--- src/rtl/remote_key_dispatcher_pkg.sv ---
// Shared definitions for the remote key dispatcher.
// Contents:
//   INVALID_KEY      decoder code meaning "no key"
//   NUM_MAX_DEFAULT  highest code routed to the numeric consumer
//   COUNT_W          width of the fifo_count output
//   dispatch_state_t dispatch FSM state encoding
//   is_numeric()     routing decision for a key code
package remote_key_dispatcher_pkg;

  localparam logic [7:0] INVALID_KEY     = 8'hFF;
  localparam logic [7:0] NUM_MAX_DEFAULT = 8'h09;
  localparam int         COUNT_W         = 5;

  typedef enum logic [1:0] {
    ST_IDLE    = 2'd0,
    ST_NUM_OUT = 2'd1,
    ST_CMD_OUT = 2'd2
  } dispatch_state_t;

  function automatic logic is_numeric(input logic [7:0] key, input logic [7:0] num_max);
    return (key <= num_max);
  endfunction

endpackage

--- src/rtl/remote_key_dispatcher_if.sv ---
// Bus between the key decoder / consumers and the dispatcher.
// Signals:
//   ready, remote_key      decoder level-valid and key code
//   num_valid/num_digit    numeric offer, num_ack accepts it
//   cmd_valid/cmd_code     command offer, cmd_ack accepts it
//   overflow, fifo_count   status
// Handshake: an offer is made by raising *_valid with its data; data is held
// stable while *_valid is high and the offer completes on the first rising
// clock edge where *_ack is also high. *_ack has no effect while the matching
// *_valid is low.
// Modports: slave = dispatcher side, master = decoder/consumer side.
interface remote_key_dispatcher_if;
  import remote_key_dispatcher_pkg::*;

  logic               ready;
  logic [7:0]         remote_key;
  logic               num_ack;
  logic               cmd_ack;
  logic               num_valid;
  logic [3:0]         num_digit;
  logic               cmd_valid;
  logic [7:0]         cmd_code;
  logic               overflow;
  logic [COUNT_W-1:0] fifo_count;

  modport slave (
    input  ready, remote_key, num_ack, cmd_ack,
    output num_valid, num_digit, cmd_valid, cmd_code, overflow, fifo_count
  );

  modport master (
    output ready, remote_key, num_ack, cmd_ack,
    input  num_valid, num_digit, cmd_valid, cmd_code, overflow, fifo_count
  );

endinterface

--- src/rtl/remote_key_dispatcher_key_fifo.sv ---
// key_fifo: small synchronous FIFO holding accepted key codes.
// Ports:
//   clk, reset       clock, synchronous active-high reset
//   push, push_data  write request and data (written at the tail)
//   pop              read request (head advances)
//   head             current head entry (valid when !empty)
//   full, empty      occupancy flags
//   count            occupancy 0..DEPTH
// A push while full is honoured only when a pop happens in the same cycle.
module key_fifo #(
  parameter int DEPTH = 4,
  parameter int WIDTH = 8
) (
  input  logic                   clk,
  input  logic                   reset,
  input  logic                   push,
  input  logic [WIDTH-1:0]       push_data,
  input  logic                   pop,
  output logic [WIDTH-1:0]       head,
  output logic                   full,
  output logic                   empty,
  output logic [$clog2(DEPTH):0] count
);

  localparam int PW = $clog2(DEPTH);

  logic [WIDTH-1:0] mem [DEPTH];
  logic [PW-1:0]    wr_ptr;
  logic [PW-1:0]    rd_ptr;
  logic [PW:0]      count_q;
  logic             do_push;
  logic             do_pop;

  assign empty   = (count_q == '0);
  assign full    = (count_q == (PW+1)'(DEPTH));
  assign do_pop  = pop & ~empty;
  assign do_push = push & (~full | do_pop);
  assign head    = mem[rd_ptr];
  assign count   = count_q;

  // DEPTH is a power of two, so pointer overflow is the modulo wrap.
  always_ff @(posedge clk) begin
    if (reset) begin
      wr_ptr  <= '0;
      rd_ptr  <= '0;
      count_q <= '0;
    end else begin
      if (do_push) wr_ptr <= wr_ptr + PW'(1);
      if (do_pop)  rd_ptr <= rd_ptr + PW'(1);
      case ({do_push, do_pop})
        2'b10:   count_q <= count_q + (PW+1)'(1);
        2'b01:   count_q <= count_q - (PW+1)'(1);
        default: count_q <= count_q;
      endcase
    end
  end

  // Storage needs no reset: entries are only read after being written.
  always_ff @(posedge clk) begin
    if (do_push) mem[wr_ptr] <= push_data;
  end

endmodule

--- src/rtl/remote_key_dispatcher.sv ---
// remote_key_dispatcher: captures key presses from an IR decoder, filters
// invalid codes and auto-repeats, queues them and hands each key to either
// the numeric or the command consumer, in capture order.
// Ports:
//   clk, reset   clock, synchronous active-high reset
//   bus          remote_key_dispatcher_if.slave (decoder + consumer handshakes)
//   dbg_state    current dispatch FSM state
// Parameters:
//   DEPTH    key FIFO entries (power of two, 2..16)
//   HOLDOFF  cycles during which a repeat of the last accepted key is dropped
//   NUM_MAX  highest key code routed to the numeric consumer
module remote_key_dispatcher
  import remote_key_dispatcher_pkg::*;
#(
  parameter int         DEPTH   = 4,
  parameter int         HOLDOFF = 16,
  parameter logic [7:0] NUM_MAX = NUM_MAX_DEFAULT
) (
  input  logic                     clk,
  input  logic                     reset,
  remote_key_dispatcher_if.slave   bus,
  output dispatch_state_t          dbg_state
);

  localparam int              HW           = (HOLDOFF < 1) ? 1 : $clog2(HOLDOFF + 1);
  localparam logic [HW-1:0]   HOLDOFF_LOAD = HW'(HOLDOFF);
  localparam int              FCW          = $clog2(DEPTH) + 1;

  // ---------------- capture filter ----------------
  logic          ready_d;
  logic [HW-1:0] holdoff_q;
  logic [7:0]    last_key_q;
  logic          overflow_q;
  logic          capture;
  logic          key_ok;
  logic          is_repeat;
  logic          candidate;
  logic          accept;
  logic          drop_full;

  // ---------------- FIFO / FSM ----------------
  logic            fifo_pop;
  logic            fifo_full;
  logic            fifo_empty;
  logic [7:0]      fifo_head;
  logic [FCW-1:0]  fifo_cnt;
  dispatch_state_t state_q, state_d;
  logic [3:0]      digit_q, digit_d;
  logic [7:0]      code_q, code_d;

  // ready is a level that may stay high for many cycles; only its rising
  // edge is a key press.
  assign capture   = bus.ready & ~ready_d;
  assign key_ok    = (bus.remote_key != INVALID_KEY);
  assign is_repeat = (bus.remote_key == last_key_q) && (holdoff_q != '0);
  assign candidate = capture & key_ok & ~is_repeat;
  // A full FIFO still takes the key when the dispatcher pops in the same cycle.
  assign accept    = candidate & (~fifo_full | fifo_pop);
  assign drop_full = candidate & fifo_full & ~fifo_pop;

  always_ff @(posedge clk) begin
    if (reset) begin
      ready_d    <= 1'b0;
      holdoff_q  <= '0;
      last_key_q <= INVALID_KEY;
      overflow_q <= 1'b0;
    end else begin
      ready_d    <= bus.ready;
      overflow_q <= drop_full;
      // Only accepted keys restart the holdoff window; dropped repeats and
      // overflow drops leave it running down.
      if (accept) begin
        holdoff_q  <= HOLDOFF_LOAD;
        last_key_q <= bus.remote_key;
      end else if (holdoff_q != '0) begin
        holdoff_q  <= holdoff_q - HW'(1);
      end
    end
  end

  key_fifo #(
    .DEPTH (DEPTH),
    .WIDTH (8)
  ) u_key_fifo (
    .clk       (clk),
    .reset     (reset),
    .push      (accept),
    .push_data (bus.remote_key),
    .pop       (fifo_pop),
    .head      (fifo_head),
    .full      (fifo_full),
    .empty     (fifo_empty),
    .count     (fifo_cnt)
  );

  // ---------------- dispatch FSM ----------------
  always_ff @(posedge clk) begin
    if (reset) begin
      state_q <= ST_IDLE;
      digit_q <= '0;
      code_q  <= '0;
    end else begin
      state_q <= state_d;
      digit_q <= digit_d;
      code_q  <= code_d;
    end
  end

  // The head is popped and its data registered in the same cycle, so the
  // offer appears one edge after the pop. Returning through IDLE after each
  // ack guarantees a gap cycle between offers.
  always_comb begin
    state_d  = state_q;
    digit_d  = digit_q;
    code_d   = code_q;
    fifo_pop = 1'b0;
    case (state_q)
      ST_IDLE: begin
        if (!fifo_empty) begin
          fifo_pop = 1'b1;
          if (is_numeric(fifo_head, NUM_MAX)) begin
            state_d = ST_NUM_OUT;
            digit_d = fifo_head[3:0];
          end else begin
            state_d = ST_CMD_OUT;
            code_d  = fifo_head;
          end
        end
      end
      ST_NUM_OUT: if (bus.num_ack) state_d = ST_IDLE;
      ST_CMD_OUT: if (bus.cmd_ack) state_d = ST_IDLE;
      default:    state_d = ST_IDLE;
    endcase
  end

  assign bus.num_valid  = (state_q == ST_NUM_OUT);
  assign bus.cmd_valid  = (state_q == ST_CMD_OUT);
  assign bus.num_digit  = digit_q;
  assign bus.cmd_code   = code_q;
  assign bus.overflow   = overflow_q;
  assign bus.fifo_count = COUNT_W'(fifo_cnt);
  assign dbg_state      = state_q;

endmodule

--- src/flat_wrapper.sv ---
// flat-port wrapper written by rule: the top's interface ports become plain ports
module remote_key_dispatcher_flat import remote_key_dispatcher_pkg::*;
#(
  parameter int         DEPTH   = 4,
  parameter int         HOLDOFF = 16,
  parameter logic [7:0] NUM_MAX = NUM_MAX_DEFAULT
)
  (clk, reset, dbg_state, bus_ready, bus_remote_key, bus_num_ack, bus_cmd_ack, bus_num_valid, bus_num_digit, bus_cmd_valid, bus_cmd_code, bus_overflow, bus_fifo_count);
  remote_key_dispatcher_if bus_i ();
  input  logic clk;
  input  logic reset;
  output dispatch_state_t dbg_state;
  input wire logic [$bits(bus_i.ready)-1:0] bus_ready;
  input wire logic [$bits(bus_i.remote_key)-1:0] bus_remote_key;
  input wire logic [$bits(bus_i.num_ack)-1:0] bus_num_ack;
  input wire logic [$bits(bus_i.cmd_ack)-1:0] bus_cmd_ack;
  output wire logic [$bits(bus_i.num_valid)-1:0] bus_num_valid;
  output wire logic [$bits(bus_i.num_digit)-1:0] bus_num_digit;
  output wire logic [$bits(bus_i.cmd_valid)-1:0] bus_cmd_valid;
  output wire logic [$bits(bus_i.cmd_code)-1:0] bus_cmd_code;
  output wire logic [$bits(bus_i.overflow)-1:0] bus_overflow;
  output wire logic [$bits(bus_i.fifo_count)-1:0] bus_fifo_count;
  assign bus_i.ready = bus_ready;
  assign bus_i.remote_key = bus_remote_key;
  assign bus_i.num_ack = bus_num_ack;
  assign bus_i.cmd_ack = bus_cmd_ack;
  assign bus_num_valid = bus_i.num_valid;
  assign bus_num_digit = bus_i.num_digit;
  assign bus_cmd_valid = bus_i.cmd_valid;
  assign bus_cmd_code = bus_i.cmd_code;
  assign bus_overflow = bus_i.overflow;
  assign bus_fifo_count = bus_i.fifo_count;
  remote_key_dispatcher #(.DEPTH(DEPTH), .HOLDOFF(HOLDOFF), .NUM_MAX(NUM_MAX)) u_core (.clk(clk), .reset(reset), .bus(bus_i), .dbg_state(dbg_state));
endmodule
--- config.mk ---
export PLATFORM = sky130hd
export DESIGN_NAME = remote_key_dispatcher_flat
export DESIGN_NICKNAME = d
export VERILOG_FILES = /design/src/rtl/remote_key_dispatcher_pkg.sv /design/src/rtl/remote_key_dispatcher_if.sv /design/src/rtl/remote_key_dispatcher_key_fifo.sv /design/src/rtl/remote_key_dispatcher.sv /design/src/flat_wrapper.sv
export SDC_FILE = /design/constraint.sdc
export NUM_CORES = 1
export LEC_CHECK = 0
export CAP_MARGIN = 20
export CELL_PAD_IN_SITES_DETAIL_PLACEMENT = 0
export CELL_PAD_IN_SITES_GLOBAL_PLACEMENT = 1
export CORE_MARGIN = 3
export CORE_UTILIZATION = 40
export DETAILED_ROUTE_END_ITERATION = 16
export GPL_ROUTABILITY_DRIVEN = 0
export PLACE_DENSITY_LB_ADDON = 0.12
export SLEW_MARGIN = 25
export SYNTH_ARGS = -nofsm -noshare
export SYNTH_HDL_FRONTEND = slang
export SYNTH_SLANG_ARGS = --single-unit
--- constraint.sdc ---
create_clock -name clk -period 8 [get_ports clk]
set_input_delay 1.6 -clock clk [delete_from_list [all_inputs] [get_ports clk]]
set_output_delay 1.6 -clock clk [all_outputs]
set_load 0.005 [all_outputs]
==> impl_results.md, run 1 <==
- Multi-input logic area: 1080 um^2
- Synth warnings: 0
- Startpoint types: input pin
- Complex-gate fraction of the synthesized area: 0.0323
- Number of cells on the critical path: 12
- Clock Power Share: 0.251
- Layout cells sized above 1: 0.0821
- Die Ht: 91.2 um
- Number of flops mapped to enable cells by yosys: 32
- Seq/Total Area, Yosys: 0.593
- H-tree levels: 3
- Site row count: 30
- Core area: 6910 um^2
- Die Span X: 91.2 um
- Prevailing post-synth register cell: dfxtp_1
- GRT Residual Overflow: 0
- Crit-path slowest cell: and2_1
- RSZ-0062 raised after global routing: no
- Die footprint: between 8000 and 9000 um^2
- Final worst slack: 3.45 ns
- Worst-margin pin slew: 0.749 ns
- Root buffer cell: clkbuf_8
- Worst Path Buf+Inv: 3
- Starting DRT DRC Count: 82
- Number of global-route vias before repair: 1751
- Worst hold path depth: 2
- Part of the cycle the worst path needs: 0.569
- Crit path kind: input pin to flip-flop
- Post-Synth XOR/XNOR Area: 0.0423
- Sw frac: 0.304
- Antenna diode count: 0
- Post-synth ARST share: 0
- Area Overhead vs Synth: 19.8%
- Post-Route WL: 5130 um
- LEAKAGE: 1.28 nW
- Top Ports: 35
- Register area: 1720 um^2
- Post-synth top area cell: edfxtp_1
- Num CTS Buffers: 9
- Worst reg-to-reg path cell count: 13
- All-Layer GR Usage: 0.136
- Sink Count: 70
- Post-CTS Setup Inserts: 0
- Outcome: finished, final reports clean
- Synth Register Bits: 70
- Skew-Pair Late Insertion Delay: 0.34 ns
- Synth Cell Area: 2900 um^2
- Largest net degree at the start of global routing: 48
- Worst Skew: between 0.01 and 0.015 ns
- Worst Setup End Kind: flip-flop
- Layout fillers: 650
- Worst Path Required: 8.26 ns
- Max-cap violations: 0
- Fmax: 220 MHz
- Post-DRT Antenna Nets: 0
- Initial antenna violation count: 0
- Cells after synthesis: 230
- Logic pwr share: 0.303
- Setup WS pre-CTS: 3.08 ns
- IO Port Bufs: 32
- Switch Pwr: 324 uW
- Worst path cell trace: clkdlybuf4s50_1, xor2_1, nor4_1, a31oi_1, and2_1, inv_1, ha_1, inv_1, fa_1, xor2_1, or3_1, a21oi_1
- Netlist cell types: 37
- Register share of total power: 0.446
- Gates resized, CTS repair: 0
- Synth top area share: 0.331
- Pwr/cell area: roughly 300 nW/um^2
- Max Slew Vio Count: 0
- Mux cell area share after synthesis: 0.138
- Synth cell count leaders: 38 x dfxtp_1, 38 x nor2_1, 32 x edfxtp_1, 20 x mux2i_1, 12 x xor2_1
- Minimum clock period: 4.55 ns
- Routed vias: between 1500 and 2000
- Avg Inst Size Synth: 12.6 um^2
- Clock buffer depth: 2
- First-pass GRT wire length: 8630 um
- Crit-path max FO: 15
- Top post-synthesis cells by area: edfxtp_1 33%, dfxtp_1 26%, mux2i_1 6.9%, nor2_1 4.9%, mux4_1 4.5%
- Post-DP HPWL: around 3500 um
- Fin Setup TNS: 0 ns
- Avg Vias per Cell: just under 5
- CTS tree: done
- Combinational family with the most area after synthesis: multiplexers
- DR DRC count: 0
- Critical Path AT: 4.81 ns
- Avg WL per Cell: 14.1 um
- Initial Utilization: 0.420
- Int Pwr: 739 uW
- Hold_buf cts: 0
- Worst path top cell family by delay: simple AND/OR/NAND/NOR gates
- Final #Nets: 284
- Drt pass-1 iters: 4
- Fin. Hold Viols: 0
- Maximum vdd ir drop: 0.000122 V
- Worst-path clk slew: around 0.07 ns
- Adder-cell area share of the yosys netlist: 0.0371
- Post-synthesis simple-gate area fraction: 0.120
- Final setup fails: 0
- Worst path max stage delay: 0.69 ns
- Hold/Removal Path Class: flip-flop to flip-flop
- Slew headroom: 0.501
[power groups by stage]
stage	logic, mW	registers (mW)	clock network (mW)
2_1_floorplan	0.243	0.466	0
3_3_place_gp	0.325	0.483	0
3_5_place_dp	0.326	0.483	0
4_1_cts	0.329	0.475	0.275
5_1_grt	0.363	0.483	0.293
6_report	0.322	0.474	0.267
[per-layer routing]
layer  vias up  GRT usage  routed length [um]
met5         -          0                   0
met2        33      0.218                2420
met3         2     0.0530                 217
met1       840      0.165                2450
li1        877          -                   -
met4         0     0.0490                  42
[path summary, 6_finish.rpt]
kind | startpoint | end | slack [ns]
worst max-delay path | bus_remote_key[2] | u_core.u_key_fifo.count[2] | 3.45
worst min-delay path | u_core.bus.cmd_code[1] | u_core.bus.cmd_code[1] | 0.49
worst max register to register | u_core.holdoff_q[0] | u_core.u_key_fifo.count[2] | 4.73
worst min register to register | u_core.bus.cmd_code[1] | u_core.bus.cmd_code[1] | 0.49
[layout make-up]
class,instances,area share
flip-flops and latches,70,0.495
multi-input cells,140,0.312
repair buffers,33,0.0943
clock buffers,9,0.0356
well taps,96,0.0346
clock inverters,7,0.0187
inverters,9,0.00972
[logic make-up (layout without fill, tap and decap cells)]
kind of cell,count (synthesis),in the layout
AND/OR/NAND/NOR,72,72
flip-flops,70,70
multiplexers,28,28
buffers and inverters,21,58
AO/OA/AOI/OAI,16,16
XOR/XNOR,14,14
adder cells (fa/ha/maj),8,8
other,1,2
[flip-flops by register name (all words and copies together) (netlist names), named ones only]
register                  cells
u_core.u_key_fifo.rd_ptr      2
u_core.u_key_fifo.count       3
u_core.ready_d                1
u_core.holdoff_q              5
u_core.bus.num_digit          4
u_core.dbg_state              2
u_core.bus.cmd_code           8
u_core.u_key_fifo.mem        32
u_core.last_key_q             8
u_core.u_key_fifo.wr_ptr      2
u_core.bus.overflow           1
[cell usage in the layout (no fill, tap or decap), types with 5 or more instances in the layout]
cell | netlist | layout
clkbuf_8 | 0 | 9
edfxtp_1 | 32 | 32
mux4_1 | 5 | 5
dfxtp_1 | 38 | 38
ha_1 | 7 | 7
nor3_1 | 7 | 7
inv_1 | 9 | 9
xor2_1 | 12 | 12
nor2_1 | 38 | 38
nor2b_1 | 5 | 5
clkdlybuf4s50_1 | 0 | 32
mux2i_1 | 20 | 20
a21oi_1 | 7 | 7
[through the flow]
stage               instances  hold slack, ns  utilization  instance area, um^2  power, mW
floorplan                 231           0.485            -                 2910      0.708
global placement          348           0.472        0.475                 3280      0.809
detailed placement        348           0.478        0.476                 3290      0.810
CTS                       364           0.498        0.503                 3480       1.08
global route              364           0.550        0.503                 3480       1.14
finish                    364           0.494        0.503                 3480       1.06
[worst min-delay path, stage by stage (launching register included)]
cell and delay [ns]:
dfxtp_1 0.33, mux2i_1 0.06, nor2_1 0.07
No activity file was read; power rests on OpenSTA's default activity.
==> run 2: changes to the inputs <==
==> constraint.sdc (replaced) <==
create_clock -name clk -period 4.7 [get_ports clk]
set_input_delay 0.94 -clock clk [delete_from_list [all_inputs] [get_ports clk]]
set_output_delay 0.94 -clock clk [all_outputs]
set_load 0.005 [all_outputs]
==> impl_results.md, run 2 (synthesized netlist as in run 1, its figures left out) <==
- Minimum clock period: 3.49 ns
- Worst-path clk slew: around 0.07 ns
- Site row count: 30
- Largest net degree at the start of global routing: 24
- LEAKAGE: 1.29 nW
- Power Total: around 1.8 mW
- Starting DRT DRC Count: 138
- Area post-placement: 3300 um^2
- Startpoint types: input pin
- Area Overhead vs Synth: 20.0%
- Worst Setup End Kind: flip-flop
- Post-DRT Antenna Nets: 0
- Hold_buf cts: 0
- First-pass GRT wire length: 8490 um
- Avg WL per Cell: 14.2 um
- GRT busiest layer: met2
- Fin Setup TNS: 0 ns
- Worst Skew: 0.00794 ns
- Fmax: 287 MHz
- Post-DP HPWL: between 3000 and 4000 um
- Layout cells sized above 1: 0.0815
- Initial antenna violation count: 0
- Outcome: finished, final reports clean
- Number of flip-flops in the largest register: 32
- Clock buffer depth: 2
- Worst path max stage delay: 0.54 ns
- Top Ports: 35
- Number of global-route vias before repair: 1693
- Part of the cycle the worst path needs: 0.742
- Worst Path Buf+Inv: 3
- Routing usage on met3: 0.0588
- Maximum vdd ir drop: 0.000253 V
- Hold/Removal Path Class: flip-flop to flip-flop
- Crit-path max FO: 8
- Gates resized, CTS repair: 0
- RSZ-0062 raised after global routing: no
- GR Util met1: 0.172
- Worst path top cell family by delay: simple AND/OR/NAND/NOR gates
- Post-CTS Setup Inserts: 0
- Final #Nets: 286
- Max Slew Vio Count: 0
- Routed vias: 1735
- Max-cap violations: 0
- Num CTS Buffers: 9
- Largest Register: u_core.u_key_fifo.mem
- Worst-margin pin slew: about 0.74 ns
- Drt pass-1 iters: 4
- Avg Vias per Cell: around 4.7
- Worst Path Required: 4.98 ns
- IO Port Bufs: 32
- Crit-path slowest cell: clkdlybuf4s50_1
- Final setup fails: 0
- Die Span X: 91.2 um
- Die Ht: 91.2 um
- Final Util: 0.504
- Initial Utilization: 0.420
- Skew-Pair Late Insertion Delay: 0.34 ns
- Final hold slack: around 0.49 ns
- Die footprint: 8310 um^2
- H-tree levels: 3
- Slew headroom: 0.506
- Final worst slack: 1.21 ns
- GRT Residual Overflow: 0
- Root buffer cell: clkbuf_8
- Grt met2 use: 0.210
- Post-Place Cells: 350
- Post-Route WL: 5200 um
- DR DRC count: 0
- CTS tree: done
- Crit path kind: input pin to flip-flop
- Final instance area: 3480 um^2
- Setup WS pre-CTS: 0.809 ns
- Core area: 6910 um^2
- Worst path cell trace: clkdlybuf4s50_1, xor2_1, nor4_1, a31oi_1, and2_1, inv_1, ha_1, inv_1, fa_1, xor2_1, or3_1, a21oi_1
- Sink Count: 70
- All-Layer GR Usage: 0.137
- Antenna diode count: 0
- Pwr/cell area: 518 nW/um^2
- Commonest non-fill, non-tap cells in the layout: 38 x nor2_1, 38 x dfxtp_1, 32 x clkdlybuf4s50_1, 32 x edfxtp_1, 20 x mux2i_1
- Fin. Hold Viols: 0
- Critical Path AT: 3.76 ns
- Non-filler instance count after layout: roughly 370
==> run 2: worst reg2reg max path, stage by stage, from the launching register on <==
cell,delay (ns)
dfxtp_1,0.36
inv_1,0.07
ha_1,0.21
nor2b_1,0.15
nand2_1,0.17
a31oi_1,0.23
and2_1,0.24
inv_1,0.08
ha_1,0.18
inv_1,0.06
fa_1,0.37
xor2_1,0.16
or3_1,0.30
a21oi_1,0.13
==> run 2: cell type report <==
cell class	count	area, um^2
Inverter	9	33.8
Timing Repair Buffer	35	343
Multi-Input combinational cell	140	1080
Clock inverter	6	52.6
Clock buffer	10	128
Tap cell	96	120
Sequential cell	70	1720
Fill cell	631	3420
==> run 2: final timing paths <==
check	start	endpoint	slack, ns	cells past startpoint
setup / recovery	bus_remote_key[5]	u_core.u_key_fifo.count[2]	1.21	12
hold / removal	u_core.bus.cmd_code[3]	u_core.bus.cmd_code[3]	0.49	2
setup reg to reg	u_core.holdoff_q[0]	u_core.u_key_fifo.count[2]	1.93	13
hold reg to reg	u_core.bus.cmd_code[3]	u_core.bus.cmd_code[3]	0.49	2
==> run 2: power breakdown <==
group          internal, mW  total, mW  switching [mW]
registers             0.730      0.806          0.0764
logic                 0.289      0.548           0.259
clock network         0.239      0.448           0.209
==> run 2: layer usage <==
metal	routed length, um	share of wire
met3	223	0.043
met5	0	0
met4	63	0.012
met1	2420	0.47
met2	2490	0.48
==> run 3: changes to the inputs <==
==> constraint.sdc (replaced) <==
create_clock -name clk -period 3.4 [get_ports clk]
set_input_delay 0.68 -clock clk [delete_from_list [all_inputs] [get_ports clk]]
set_output_delay 0.68 -clock clk [all_outputs]
set_load 0.005 [all_outputs]
==> impl_results.md, run 3 (synthesized netlist as in run 1, its figures left out) <==
- Outcome: finished, final reports clean
- RSZ-0062 raised after global routing: no
- IO Port Bufs: 32
- DR DRC count: 0
- Number of global-route vias before repair: 1806
- Skew-Pair Late Insertion Delay: 0.34 ns
- Fin Setup TNS: 0 ns
- Number of flip-flops in the largest register: 32
- Die footprint: 8310 um^2
- Clock buffer depth: 2
- Top Ports: 35
- Post-DRT Antenna Nets: 0
- Die Span X: 91.2 um
- Hold/Removal Path Class: flip-flop to flip-flop
- Worst-margin pin slew: 0.996 ns
- Fin. Hold Viols: 0
- Drt pass-1 iters: 4
- Area Overhead vs Synth: 25.0%
- Maximum vdd ir drop: 0.000380 V
- Fmax: 333 MHz
- Critical Path AT: 3.26 ns
- Final setup fails: 0
- Commonest non-fill, non-tap cells in the layout: 38 x nor2_1, 38 x dfxtp_1, 32 x clkdlybuf4s50_1, 32 x edfxtp_1, 20 x mux2i_1
- Gates resized, CTS repair: 0
- H-tree levels: 3
- Slew headroom: 0.334
- Hold_buf cts: 0
- Avg WL per Cell: between 10 and 15 um
- Worst Path Required: 3.66 ns
- Pwr/cell area: 744 nW/um^2
- Starting DRT DRC Count: 94
- Die Ht: 91.2 um
- Post-CTS Setup Inserts: 0
- Initial Utilization: 0.420
- Worst Skew: 0.0116 ns
- Final #Nets: roughly 300
- Sink Count: 70
- Post-DP HPWL: 3760 um
- Site row count: 30
- CTS tree: done
- Crit path kind: input pin to flip-flop
- All-Layer GR Usage: 0.142
- Largest net degree at the start of global routing: 25
- Largest Register: u_core.u_key_fifo.mem
- Part of the cycle the worst path needs: 0.882
- Root buffer cell: clkbuf_8
- Worst-path clk slew: around 0.080 ns
- Antenna diode count: 0
- Non-filler instance count after layout: 376
- First-pass GRT wire length: 9060 um
- Num CTS Buffers: 9
- Final instance area: 3630 um^2
- Crit-path max FO: 2
- Startpoint types: input pin
- Worst Setup End Kind: flip-flop
- Reg-to-reg setup timing slack: 0.70 ns
- Post-Route WL: between 5000 and 6000 um
- Avg Vias per Cell: 4.79
- Area post-placement: about 3400 um^2
- Initial antenna violation count: 0
- Minimum clock period: 3.00 ns
- Post-Place Cells: 360
- Routed vias: 1800
- LEAKAGE: 1.36 nW
- Layout cells sized above 1: 0.118
- Core area: 6910 um^2
- Max-cap violations: 0
- GRT Residual Overflow: 0
- Max Slew Vio Count: 0
run 3: cell count changes in the layout (fill, tap and decap cells not counted), sizes merged:
cell	change
buf	+10
bufinv	+2
clkinv	-3
clkinvlp	+1
run 3: where the power goes:
part	internal, mW	switching (mW)
clock	0.486	0.309
combinational	0.421	0.371
sequential	1.01	0.104
run 3: layout make-up:
class	count	area, um^2
Fill cell	623	3280
Sequential cell	70	1720
Multi-Input combinational cell	140	1080
Timing Repair Buffer	45	430
Clock buffer	10	128
Tap cell	96	120
Clock inverter	6	110
Inverter	9	33.8
run 3: critical path, stage by stage:
cell and delay, ns:
clkdlybuf4s50_1 0.45, xor2_1 0.17, nor4_1 0.30, a31oi_1 0.18, and2_1 0.20, inv_1 0.08, ha_1 0.18, inv_1 0.06
fa_1 0.37, xor2_1 0.15, or3_1 0.30, a21oi_1 0.14
run 3: per-stage QoR:
| step | worst slack [ns] | hold slack [ns] | utilization | total power, mW |
|---|---|---|---|---|
| floorplan | 0.517 | 0.485 | - | 1.67 |
| global placement | 0.0773 | 0.471 | 0.490 | 1.93 |
| detailed placement | 0.0337 | 0.483 | 0.491 | 1.94 |
| CTS | 0.387 | 0.501 | 0.525 | 2.74 |
| global route | 0.186 | 0.531 | 0.525 | 2.88 |
| finish | 0.400 | 0.494 | 0.525 | 2.70 |
run 3: path summary, 6_finish.rpt:
kind                                from                         end  depth (start not counted)
hold / removal    u_core.bus.cmd_code[7]      u_core.bus.cmd_code[7]                          2
setup reg to reg     u_core.holdoff_q[0]  u_core.u_key_fifo.count[2]                         13
hold reg to reg   u_core.bus.cmd_code[7]      u_core.bus.cmd_code[7]                          2
setup / recovery       bus_remote_key[1]  u_core.u_key_fifo.count[2]                         12
run 3: per-layer routing:
layer  vias to the layer above  wire, um  global-route usage
met5                         -         0                   0
met4                         0       108              0.0791
met3                         9       188              0.0290
met2                        35      2480               0.212
met1                       855      2660               0.193
li1                        901         -                   -
